===== src/rtl/guard_recovery_ctrl_pkg.sv =====
// Shared definitions for the guard recovery controller.
//   guard_state_e   : recovery sequencer states
//   hold_cnt_width(): counter width needed to count RstHoldCycles-1 down to 0
package guard_recovery_ctrl_pkg;

  typedef enum logic [2:0] {
    ST_IDLE       = 3'd0,
    ST_ISOLATE    = 3'd1,
    ST_DRAIN      = 3'd2,
    ST_SLV_RESET  = 3'd3,
    ST_WAIT_CLEAR = 3'd4
  } guard_state_e;

  localparam int unsigned CauseWidth = 2;

  // The hold counter is loaded with hold_cycles-1, so it needs clog2(hold_cycles)
  // bits; keep at least one bit so hold_cycles of 1 or 2 still elaborates.
  function automatic int hold_cnt_width(input int hold_cycles);
    if (hold_cycles <= 2) begin
      return 1;
    end
    return $clog2(hold_cycles);
  endfunction

endpackage


===== src/rtl/guard_down_counter.sv =====
// Loadable down-counter with zero flag, used for both drain budget and
// slave-reset hold timing.
//   clk_i      : clock
//   rst_i      : synchronous active-high reset (counter -> 0)
//   load_i     : load load_val_i (has priority over dec_i)
//   load_val_i : value to load
//   dec_i      : decrement by one (no wrap below zero)
//   zero_o     : counter currently equals zero
module guard_down_counter #(
  parameter int Width = 8
) (
  input  logic             clk_i,
  input  logic             rst_i,
  input  logic             load_i,
  input  logic [Width-1:0] load_val_i,
  input  logic             dec_i,
  output logic             zero_o
);

  logic [Width-1:0] cnt_q;

  always_ff @(posedge clk_i) begin
    if (rst_i) begin
      cnt_q <= '0;
    end else if (load_i) begin
      cnt_q <= load_val_i;
    end else if (dec_i && (cnt_q != '0)) begin
      cnt_q <= cnt_q - 1'b1;
    end
  end

  assign zero_o = (cnt_q == '0);

endmodule


===== src/rtl/guard_recovery_ctrl.sv =====
// Recovery sequencer for a guarded slave: on a write/read guard reset request
// it isolates the slave, drains outstanding transactions (bounded by a
// budget), holds the slave in reset, then waits for a software acknowledge
// before clearing the guards.
//
// state         | meaning
// --------------+-----------------------------------------------------------
// ST_IDLE       | normal operation, watching for guard reset requests
// ST_ISOLATE    | one cycle: block new AW/AR, load drain budget
// ST_DRAIN      | wait for outstanding count to reach zero or budget expiry
// ST_SLV_RESET  | slave reset held for RstHoldCycles cycles
// ST_WAIT_CLEAR | wait for software acknowledge, then pulse guard_clear_o
//
// Ports:
//   clk_i, rst_i           : clock, synchronous active-high reset
//   wr/rd_reset_req_i      : level reset requests from the guards
//   wr/rd_outst_i          : outstanding transaction counts
//   drain_budget_i         : max drain cycles
//   reset_clear_i          : software acknowledge pulse
//   isolate_o, irq_o       : high in every non-idle state
//   slv_reset_o            : reset to the guarded slave
//   guard_clear_o          : one-cycle guard clear pulse
//   cause_o                : latched {rd,wr} cause
//   drain_timeout_o        : drain ended by budget expiry
//   evt_cnt_o              : saturating count of recoveries started
module guard_recovery_ctrl
  import guard_recovery_ctrl_pkg::*;
#(
  parameter int OutstWidth    = 6,
  parameter int DrainCntWidth = 8,
  parameter int RstHoldCycles = 16,
  parameter int EvtCntWidth   = 8
) (
  input  logic                     clk_i,
  input  logic                     rst_i,
  input  logic                     wr_reset_req_i,
  input  logic                     rd_reset_req_i,
  input  logic [OutstWidth-1:0]    wr_outst_i,
  input  logic [OutstWidth-1:0]    rd_outst_i,
  input  logic [DrainCntWidth-1:0] drain_budget_i,
  input  logic                     reset_clear_i,
  output logic                     isolate_o,
  output logic                     slv_reset_o,
  output logic                     guard_clear_o,
  output logic                     irq_o,
  output logic [CauseWidth-1:0]    cause_o,
  output logic                     drain_timeout_o,
  output logic [EvtCntWidth-1:0]   evt_cnt_o
);

  localparam int HoldW = hold_cnt_width(RstHoldCycles);
  localparam logic [HoldW-1:0] HoldLoad = HoldW'(RstHoldCycles - 1);

  guard_state_e state_q, state_d;

  logic                  any_req;
  logic [CauseWidth-1:0] req_vec;
  logic                  outst_zero;
  logic                  drain_load, drain_dec, drain_zero;
  logic                  hold_load, hold_dec, hold_zero;
  logic                  start_rec;
  logic                  set_timeout;
  logic                  clear_pulse;

  assign req_vec    = {rd_reset_req_i, wr_reset_req_i};
  assign any_req    = |req_vec;
  assign outst_zero = (wr_outst_i == '0) && (rd_outst_i == '0);

  guard_down_counter #(.Width(DrainCntWidth)) u_drain_cnt (
    .clk_i      (clk_i),
    .rst_i      (rst_i),
    .load_i     (drain_load),
    .load_val_i (drain_budget_i),
    .dec_i      (drain_dec),
    .zero_o     (drain_zero)
  );

  // Loaded with RstHoldCycles-1 on the DRAIN exit so that SLV_RESET, which
  // leaves when the counter reads zero, lasts exactly RstHoldCycles cycles.
  guard_down_counter #(.Width(HoldW)) u_hold_cnt (
    .clk_i      (clk_i),
    .rst_i      (rst_i),
    .load_i     (hold_load),
    .load_val_i (HoldLoad),
    .dec_i      (hold_dec),
    .zero_o     (hold_zero)
  );

  always_ff @(posedge clk_i) begin
    if (rst_i) begin
      state_q <= ST_IDLE;
    end else begin
      state_q <= state_d;
    end
  end

  always_comb begin
    state_d     = state_q;
    drain_load  = 1'b0;
    drain_dec   = 1'b0;
    hold_load   = 1'b0;
    hold_dec    = 1'b0;
    start_rec   = 1'b0;
    set_timeout = 1'b0;
    clear_pulse = 1'b0;
    case (state_q)
      ST_IDLE: begin
        if (any_req) begin
          state_d   = ST_ISOLATE;
          start_rec = 1'b1;
        end
      end
      ST_ISOLATE: begin
        drain_load = 1'b1;
        state_d    = ST_DRAIN;
      end
      ST_DRAIN: begin
        if (outst_zero) begin
          state_d   = ST_SLV_RESET;
          hold_load = 1'b1;
        end else if (drain_zero) begin
          state_d     = ST_SLV_RESET;
          hold_load   = 1'b1;
          set_timeout = 1'b1;
        end else begin
          drain_dec = 1'b1;
        end
      end
      ST_SLV_RESET: begin
        if (hold_zero) begin
          state_d = ST_WAIT_CLEAR;
        end else begin
          hold_dec = 1'b1;
        end
      end
      ST_WAIT_CLEAR: begin
        if (reset_clear_i) begin
          state_d     = ST_IDLE;
          clear_pulse = 1'b1;
        end
      end
      default: begin
        state_d = ST_IDLE;
      end
    endcase
  end

  // Cause/timeout persist through IDLE until the next recovery starts; late
  // requests during a running recovery only widen the cause.
  always_ff @(posedge clk_i) begin
    if (rst_i) begin
      cause_o         <= '0;
      drain_timeout_o <= 1'b0;
      evt_cnt_o       <= '0;
    end else if (start_rec) begin
      cause_o         <= req_vec;
      drain_timeout_o <= 1'b0;
      if (evt_cnt_o != '1) begin
        evt_cnt_o <= evt_cnt_o + 1'b1;
      end
    end else begin
      if (state_q != ST_IDLE) begin
        cause_o <= cause_o | req_vec;
      end
      if (set_timeout) begin
        drain_timeout_o <= 1'b1;
      end
    end
  end

  assign isolate_o     = (state_q != ST_IDLE);
  assign irq_o         = (state_q != ST_IDLE);
  assign slv_reset_o   = (state_q == ST_SLV_RESET);
  assign guard_clear_o = clear_pulse;

endmodule


===== config.mk =====
export PLATFORM = sky130hd
export DESIGN_NAME = guard_recovery_ctrl
export DESIGN_NICKNAME = d
export VERILOG_FILES = /design/src/rtl/guard_recovery_ctrl_pkg.sv /design/src/rtl/guard_down_counter.sv /design/src/rtl/guard_recovery_ctrl.sv
export SDC_FILE = /design/constraint.sdc
export NUM_CORES = 1
export LEC_CHECK = 0
export ABC_AREA = 1
export CORE_UTILIZATION = 43
export DETAILED_ROUTE_END_ITERATION = 7
export PLACE_DENSITY = 0.74
export RECOVER_POWER = 25
export SLEW_MARGIN = 25
export SYNTH_ARGS = -nofsm -noshare
export SYNTH_HDL_FRONTEND = slang
export SYNTH_SLANG_ARGS = --single-unit

===== constraint.sdc =====
create_clock -name clk_i -period 1.55 [get_ports clk_i]
set_clock_uncertainty 0.1 [all_clocks]
set_input_delay 0.3875 -clock clk_i [delete_from_list [all_inputs] [get_ports clk_i]]
set_output_delay 0.3875 -clock clk_i [all_outputs]
set_load 0.02 [all_outputs]

==> After elaboration in Yosys (flattened, before gate mapping) <==
Index checks and enable logic that the tools add are counted.
{ "totals": {"elab_cells": 64, "in_bits": 25, "reg_bits": 26, "output_inout_bits": 15} }
{ "classes": {"n_addsub": 3, "reduce_logical": 18, "bitwise": 1, "n_eq_ne": 9, "n_mux": 27} }
{ "ops": {"columns": ["operator", "count"], "rows": [
  ["$mux 8", 2],
  ["$mux 1", 15],
  ["$mux 3", 5],
  ["$pmux 3 s5", 1],
  ["$logic_not 6->1", 2],
  ["$add 8x1->8 const B", 1],
  ["$logic_not 8->1", 1],
  ["$mux 4", 2],
  ["$ne 8x8->1 const B", 1],
  ["$reduce_bool 8->1", 1],
  ["$sub 8x1->8 const B", 1],
  ["$eq 3x2->1 const B", 2],
  ["$reduce_bool 2->1", 3],
  ["$logic_not 4->1", 1],
  ["$mux 2", 2],
  ["$ne 2x2->1 const B", 2],
  ["$reduce_and 4->1", 1],
  ["$reduce_bool 4->1", 1],
  ["$reduce_or 2->1", 2],
  ["$sub 4x1->4 const B", 1],
  ["$eq 3x1->1 const B", 1],
  ["$eq 3x3->1 const B", 1],
  ["$logic_and 1x1->1", 3],
  ["$logic_not 3->1", 1],
  ["5 further kinds", 5]
]} }

==> Logic depth before layout (Yosys ltp) <==
Gate-level depths: netlist (run 1).
{ "logic_depth": {"word_depth": 7, "ltp_mapped": 10, "mapped_depth_nobuf": 10} }

==> Modules after synthesis <==
A second synthesis (run 1) with hierarchy kept.
{ "hier_totals": {"cells_unflattened": 256, "hier_area_um2": 1665.3} }
{ "by_module_without_submodules": {"columns": ["mod", "area_each_um2", "instances", "seq_area_each_um2", "cells_each"], "rows": [
  ["guard_recovery_ctrl", 799.5, 1, 280.3, 114],
  ["guard_down_counter at u_drain_cnt", 591.8, 1, 160.2, 101],
  ["guard_down_counter at u_hold_cnt", 274.0, 1, 80.1, 41]
]} }

==> Worst setup path after synthesis (run 1) <==
Ideal clock, no wire load.
{ "synth_path": {"path_type": "register to register", "start": "reg evt_cnt_o[1]", "end": "reg evt_cnt_o[5]", "period_less_slack_ps": 1687, "path_slack_ps": -137, "required_time_ps": 1335, "path_stages_with_launch": 10, "n_path_buf": 1, "t_arrival_ps": 1472, "setup_time_ps": 115, "path_cell_list": "dfxtp_1 > ha_1 > nand3_1 > nor2_1 > nand3_1 > nand2_2 > inv_2 > buf_6 > a31oi_1 > nor2_1"} }
{ "synth_between": {"elab_chain_len": 2, "elab_cells_between_ends": 3, "classes_between": "add/sub (1); eq/ne (1); reduce/logical (1)"} }
{ "synth_lines": {"columns": ["element", "line", "source"], "rows": [
  ["start: declaration", "guard_recovery_ctrl.sv:48", "output logic [EvtCntWidth-1:0] evt_cnt_o"],
  ["start signal: assignment", "guard_recovery_ctrl.sv:159", "evt_cnt_o <= evt_cnt_o + 1'b1;"],
  ["parallel branches: the longest is 2 deep, another holds $add 8x1->8", null, null]
]} }
Several ways; the timed one is not identified.
A chain may end at the register's enable or synchronous reset.

==> Worst setup path in the final report (run 1) <==
{ "layout_path": {"start": "reg state_q[0]", "end": "out guard_clear_o"} }
{ "layout_between": {"elab_chain_len": 2} }
{ "layout_lines": {"columns": ["element", "line", "source"], "rows": [
  ["start: declaration", "guard_recovery_ctrl.sv:54", "guard_state_e state_q, state_d;"],
  ["start signal: assignment", "guard_recovery_ctrl.sv:93", "state_q <= state_d;"],
  ["$eq 3x3->1", "guard_recovery_ctrl.sv:106", "case (state_q)"],
  ["$mux 1", "guard_recovery_ctrl.sv:106", null],
  ["end: declaration", "guard_recovery_ctrl.sv:44", "output logic guard_clear_o,"]
]} }
No other way between the ends.

==> flow_summary.ini, run 1 <==
[sta]
maxSlewViolCount = 0
tns_ns = -0.3387
finalCriticalPeriod_ns = 1.650
max_freq_mhz = 606.0
hold_ws_ns = 0.3623
fin_crit_sh_pct = 106.5
max-slew-margin-rel_pct = 83.37
grt_setup_unrepaired = yes
hold_viol_final = 0
setup_slack_ns = -0.1001
setup-violations-final = 4
tightest_slew_ns = 0.2491

[detailed_routing]
remaining_drc_errors = 0
viasPerCell = 4.710
wire_per_inst_um = 10.34
vias = 1639
ant_nets = 0
first_pass_iters = 4
totalWireLength_mm = 3.600
drt_iter0_markers = 68

[power]
peakVddDrop_mv = 1.087
swShare_pct = 44.95
internal_power_w = 0.002186
leakage_nw = 1.098
p_switching_w = 0.001785
power.density_nw_per_um2 = 1631
total_power_w = 0.003971
pwr-share-comb_pct = 65.6
clockPowerShare_pct = 7.3
power_frac_seq_pct = 27.1

[critical_path]
arrival_ns = 1.16
endpoint_kind = primary output
crit_end = guard_clear_o
critPathKind = reg -> out
cp-startpoint = state_q[0]
startpoint_type = flop
cp.required_ns = 1.06
r2r-end = u_drain_cnt.cnt_q[4]
timing.rr.start = state_q[2]
crit_fanout = 4
regToRegSetupSlack_ns = 0.02
r2r_cells = 8

[status]
violations = negative setup slack
status = finished with violations

[floorplan]
die_h_um = 61.17
initial_utilization_pct = 45.11
die_area_um2 = 3741
num_io_pins = 40
rows = 21
coreArea_um2 = 3337
die_width_um = 61.17

[finish]
n_fill_cell = 273
nets = 332
antenna_cells = 0
fin_cells = 348
syn_to_final_growth_pct = 61.76
drive_above_1_share_pct = 33.11
final_util_pct = 72.97

[cts]
cts_htree_levels = 1
cts_sinks = 26
cts_buffer_depth = 2
cts-root-buf = clkbuf_4
cts_tree = built
clk_pin_slew_ns = 0.14
clkLatencyLatePin_ns = 0.32
cts-buffers-inserted = 3
hold_buffers = 0

[worst_hold_path]
hp-class = reg -> reg

[placed_design]
dp_cells = 339
dp.final_hpwl_mm = 2.588
port_buffers = 39
gp_congestion = 0.7796

[synthesis]
yosysSeqAreaShare_pct = 34.58
synth_seq_cells = 26
synthCells = 225
yosysWarnings = 0
syn_area_um2 = 1505
avgSynthCellArea_um2 = 6.690
synth_cell_types = 31
syn_nets = 253

[grt]
grt.total_usage_pct = 19.96
antenna_found_initial = 0
grt_pass1_vias = 1397
overflow = 0
grt_pass1_wl_mm = 5.664
grt_max_degree = 14

[run]
drv_cap = 0
per-stage QoR:
step	area, µm²	setup WS (ns)
2_1_floorplan	1519	-0.009067
5_1_grt	2435	-0.1436
3_5_place_dp	2183	-0.6511
3_3_place_gp	2183	-0.5804
6_report	2435	-0.1001
4_1_cts	2277	-0.2072
power by group through the flow:
| stage | Clock, W | Sequential [W] | Combinational (W) |
|---|---|---|---|
| after global placement | 0 | 0.00103 | 0.00201 |
| after global routing | 0.000319 | 0.00111 | 0.00287 |
| after CTS | 0.000294 | 0.00105 | 0.00224 |
| after floorplan | 0 | 0.00107 | 0.00139 |
| final | 0.000290 | 0.00107 | 0.00261 |
| after detailed placement | 0 | 0.00103 | 0.00206 |
placed cells by master, fill, tap and decap left out, types with 3 or more instances in the layout:
cell and n:
nand2_1 45, buf_4 37, nor2_1 26, clkdlybuf4s50_1 21, dfxtp_1 19, inv_1 17
a21oi_1 14, nand3_1 13, inv_2 9, o21ai_1 7, dlygate4sd2_1 7, nand4_1 6
nor2_2 6, o21ai_0 6, buf_6 6, nor2_4 5, nand2_2 5, xnor2_1 4
dfxtp_4 4, clkdlybuf4s15_1 4, nand2_4 3, or2_2 3, clkbuf_4 3, dlymetal6s2s_1 3
dfxtp_2 3
flip-flops by register name, summed over array words and instances (netlist names):
name	count
u_hold_cnt.cnt_q	4
cause_o	2
evt_cnt_o	8
u_drain_cnt.cnt_q	8
drain_timeout_o	1
state_q	3
synthesized netlist by cell type (all sizes together):
cell	count	area, µm²
a21oi	16	87.59
a31oi	2	12.51
buf	4	35.03
clkbuf	1	3.750
dfxtp	26	520.5
ha	3	37.54
inv	28	105.1
nand2	53	216.5
nand3	17	95.09
nand3b	1	7.510
nand4	6	37.54
nor2	37	141.4
nor3	2	21.27
nor4	1	6.260
o21ai	14	73.82
o21bai	1	7.510
o22ai	2	12.51
or2	5	31.28
xnor2	4	35.03
xor2	2	17.52
final cells by class:
cell class / count / area (µm²) / area share, %
multi-input cells: 167 / 1006 / 41.32
clock buffers: 3 / 22.52 / 0.9250
flip-flops and latches: 26 / 539.3 / 22.15
repair buffers: 78 / 694.4 / 28.52
well taps: 46 / 57.56 / 2.364
inverters: 28 / 115.1 / 4.728
routing by layer:
metal | GRT usage [%] | up-vias | part of all wire (%)
met5 | 0 | - | 0
met4 | 2.922 | 0 | 0.22
met3 | 3.992 | 2 | 4.2
met2 | 37.89 | 39 | 52
met1 | 23.42 | 716 | 44
li1 | - | 882 | -
logic make-up after synthesis:
logic type | synth area share, %
XOR/XNOR | 3.491
flip-flops | 34.58
AO/OA/AOI/OAI | 12.88
adder cells (fa/ha/maj) | 2.494
AND/OR/NAND/NOR | 36.99
buffers and inverters | 9.559
worst min-delay path by stage:
stage | from | endpoint | slack [ns] | depth (start not counted)
floorplan | rst_i | u_hold_cnt.cnt_q[2] | 0.36 | 1
global placement | drain_timeout_o | drain_timeout_o | 0.34 | 2
finish | drain_timeout_o | drain_timeout_o | 0.36 | 2
detailed placement | drain_timeout_o | drain_timeout_o | 0.34 | 2
global route | cause_o[0] | cause_o[0] | 0.39 | 2
CTS | drain_timeout_o | drain_timeout_o | 0.36 | 2
timing repair:
item,4_1_cts,5_1_grt
resized for setup,65,37
pin swaps,13,22
setup endpoints to repair,31,29
setup buffers,1,5
endpoints found under the hold margin,0,0
cloned,1,0
critical path, stage by stage (launching register included):
cell and delay (ns):
dfxtp_4 0.39, nor4_4 0.27, buf_4 0.18
Power figures use the tool's default switching activity.
==> run 2: changes to the inputs <==
--- a/config.mk
+++ b/config.mk
@@ -6,6 +6,7 @@
 export NUM_CORES = 1
 export LEC_CHECK = 0
 export ABC_AREA = 1
+export ABC_CLOCK_PERIOD_IN_PS = 1550
 export CORE_UTILIZATION = 43
 export DETAILED_ROUTE_END_ITERATION = 7
 export PLACE_DENSITY = 0.74
==> results of run 2 <==
The final DEF is identical to that of run 1; final timing and power are the same.
==> run 3: changes to the inputs <==
--- a/config.mk
+++ b/config.mk
@@ -11,7 +11,8 @@
 export DETAILED_ROUTE_END_ITERATION = 7
 export PLACE_DENSITY = 0.74
 export RECOVER_POWER = 25
-export SLEW_MARGIN = 25
+export SKIP_CTS_REPAIR_TIMING = 1
+export SLEW_MARGIN = 10
 export SYNTH_ARGS = -nofsm -noshare
 export SYNTH_HDL_FRONTEND = slang
 export SYNTH_SLANG_ARGS = --single-unit
==> run 3 against run 2 <==
Effect of this change: the flow still finishes with violations (negative setup slack); design area increased by 3.6%; routed wire length increased by 15%; first-iteration DRC count increased by 16%.
==> flow_summary.ini, run 3 (same netlist as run 1, synthesis figures left out) <==
[sta]
max_freq_mhz = 568.0
tns_ns = -0.6387
maxSlewViolCount = 0
fin_crit_sh_pct = 113.6
setup_slack_ns = -0.2105
grt_setup_unrepaired = yes
tightest_slew_ns = 0.2915
setup-violations-final = 12
hold_viol_final = 0
max-slew-margin-rel_pct = 80.43
finalCriticalPeriod_ns = 1.761

[detailed_routing]
drt_iter0_markers = 79
remaining_drc_errors = 0
totalWireLength_mm = 4.124
wire_per_inst_um = 11.72
vias = 1717
viasPerCell = 4.878
first_pass_iters = 5
ant_nets = 0

[critical_path]
cp.required_ns = 1.06
startpoint_type = primary input
critPathKind = in -> out
endpoint_kind = primary output
arrival_ns = 1.27
crit_fanout = 2

[floorplan]
die_width_um = 61.17
coreArea_um2 = 3337
die_h_um = 61.17
rows = 21
num_io_pins = 40
die_area_um2 = 3741
initial_utilization_pct = 45.11

[placed_design]
port_buffers = 39
place_area_um2 = 2183
dp.final_hpwl_mm = 2.588
gp_congestion = 0.7796

[grt]
grt_max_degree = 14
grt_pass1_wl_mm = 5.361
grt.total_usage_pct = 18.81
grt_pass1_vias = 1327
overflow = 0
antenna_found_initial = 0

[finish]
final_util_pct = 75.63
largestRegisters = evt_cnt_o: 8 flops, u_drain_cnt.cnt_q: 8 flops, u_hold_cnt.cnt_q: 4 flops
mostFrequentLayoutCells = nand2_1 (42), buf_4 (33), nor2_1 (28), clkdlybuf4s50_1 (23), dfxtp_1 (19)
final_common_cell = nand2_1
design_area_um2 = 2524
syn_to_final_growth_pct = 67.66
antenna_cells = 0
n_fill_cell = 252
nets = 336
drive_above_1_share_pct = 36.60

[cts]
clk_pin_slew_ns = 0.13
cts_sinks = 26
clkLatencyLatePin_ns = 0.32
cts_tree = built
cts_htree_levels = 1
cts-buffers-inserted = 3
cts_buffer_depth = 2
cts-root-buf = clkbuf_4

[power]
peakVddDrop_mv = 1.017
leakage_nw = 1.219
power.density_nw_per_um2 = 1677

[worst_hold_path]
hp-class = reg -> reg

[status]
violations = negative setup slack
status = finished with violations

[run]
drv_cap = 0
-- run 3: area by class of cell --
class,instances,area (µm²),area share (%)
tap,46,57.56,2.281
timing repair buffer,81,742.0,29.40
multi-input combinational,167,1033,40.95
timing repair inverter,1,6.256,0.2479
inverter,28,122.6,4.859
sequential,26,539.3,21.37
clock buffer,3,22.52,0.8924
-- run 3: critical path: stages --
cell and delay [ns]:
clkdlybuf4s50_1 0.47, inv_1 0.06, nor4_2 0.15, buf_2 0.21
-- run 3: path summary, 6_finish.rpt --
check	cells after the start	startpoint	slack [ns]	endpoint
setup reg to reg	11	state_q[2]	-0.06	evt_cnt_o[5]
setup / recovery	4	reset_clear_i	-0.21	guard_clear_o
hold / removal	2	drain_timeout_o	0.37	drain_timeout_o
hold reg to reg	2	drain_timeout_o	0.37	drain_timeout_o
-- run 3: per-layer routing --
metal | GRT usage [%] | share of wire, % | vias up
met3 | 3.992 | 4.9 | 10
li1 | - | - | 887
met4 | 3.896 | 1.7 | 0
met1 | 23.04 | 40 | 766
met5 | 0 | 0 | -
met2 | 33.85 | 53 | 54
-- run 3: stage by stage --
stage | hold slack, ns | instances | setup slack (ns) | power [W]
2_1_floorplan | 0.3569 | 225 | -0.009067 | 0.002454
3_3_place_gp | 0.3394 | 339 | -0.5804 | 0.003034
3_5_place_dp | 0.3442 | 339 | -0.6511 | 0.003088
4_1_cts | 0.3633 | 342 | -0.6531 | 0.003377
5_1_grt | 0.3891 | 352 | -0.2376 | 0.004547
6_report | 0.3690 | 352 | -0.2105 | 0.004232
-- run 3: report_power, final --
group	internal (W)	switching (W)	total, W
clock network	0.0000912	0.000198	0.000289
registers	0.000874	0.000208	0.00108
logic	0.00137	0.00149	0.00286
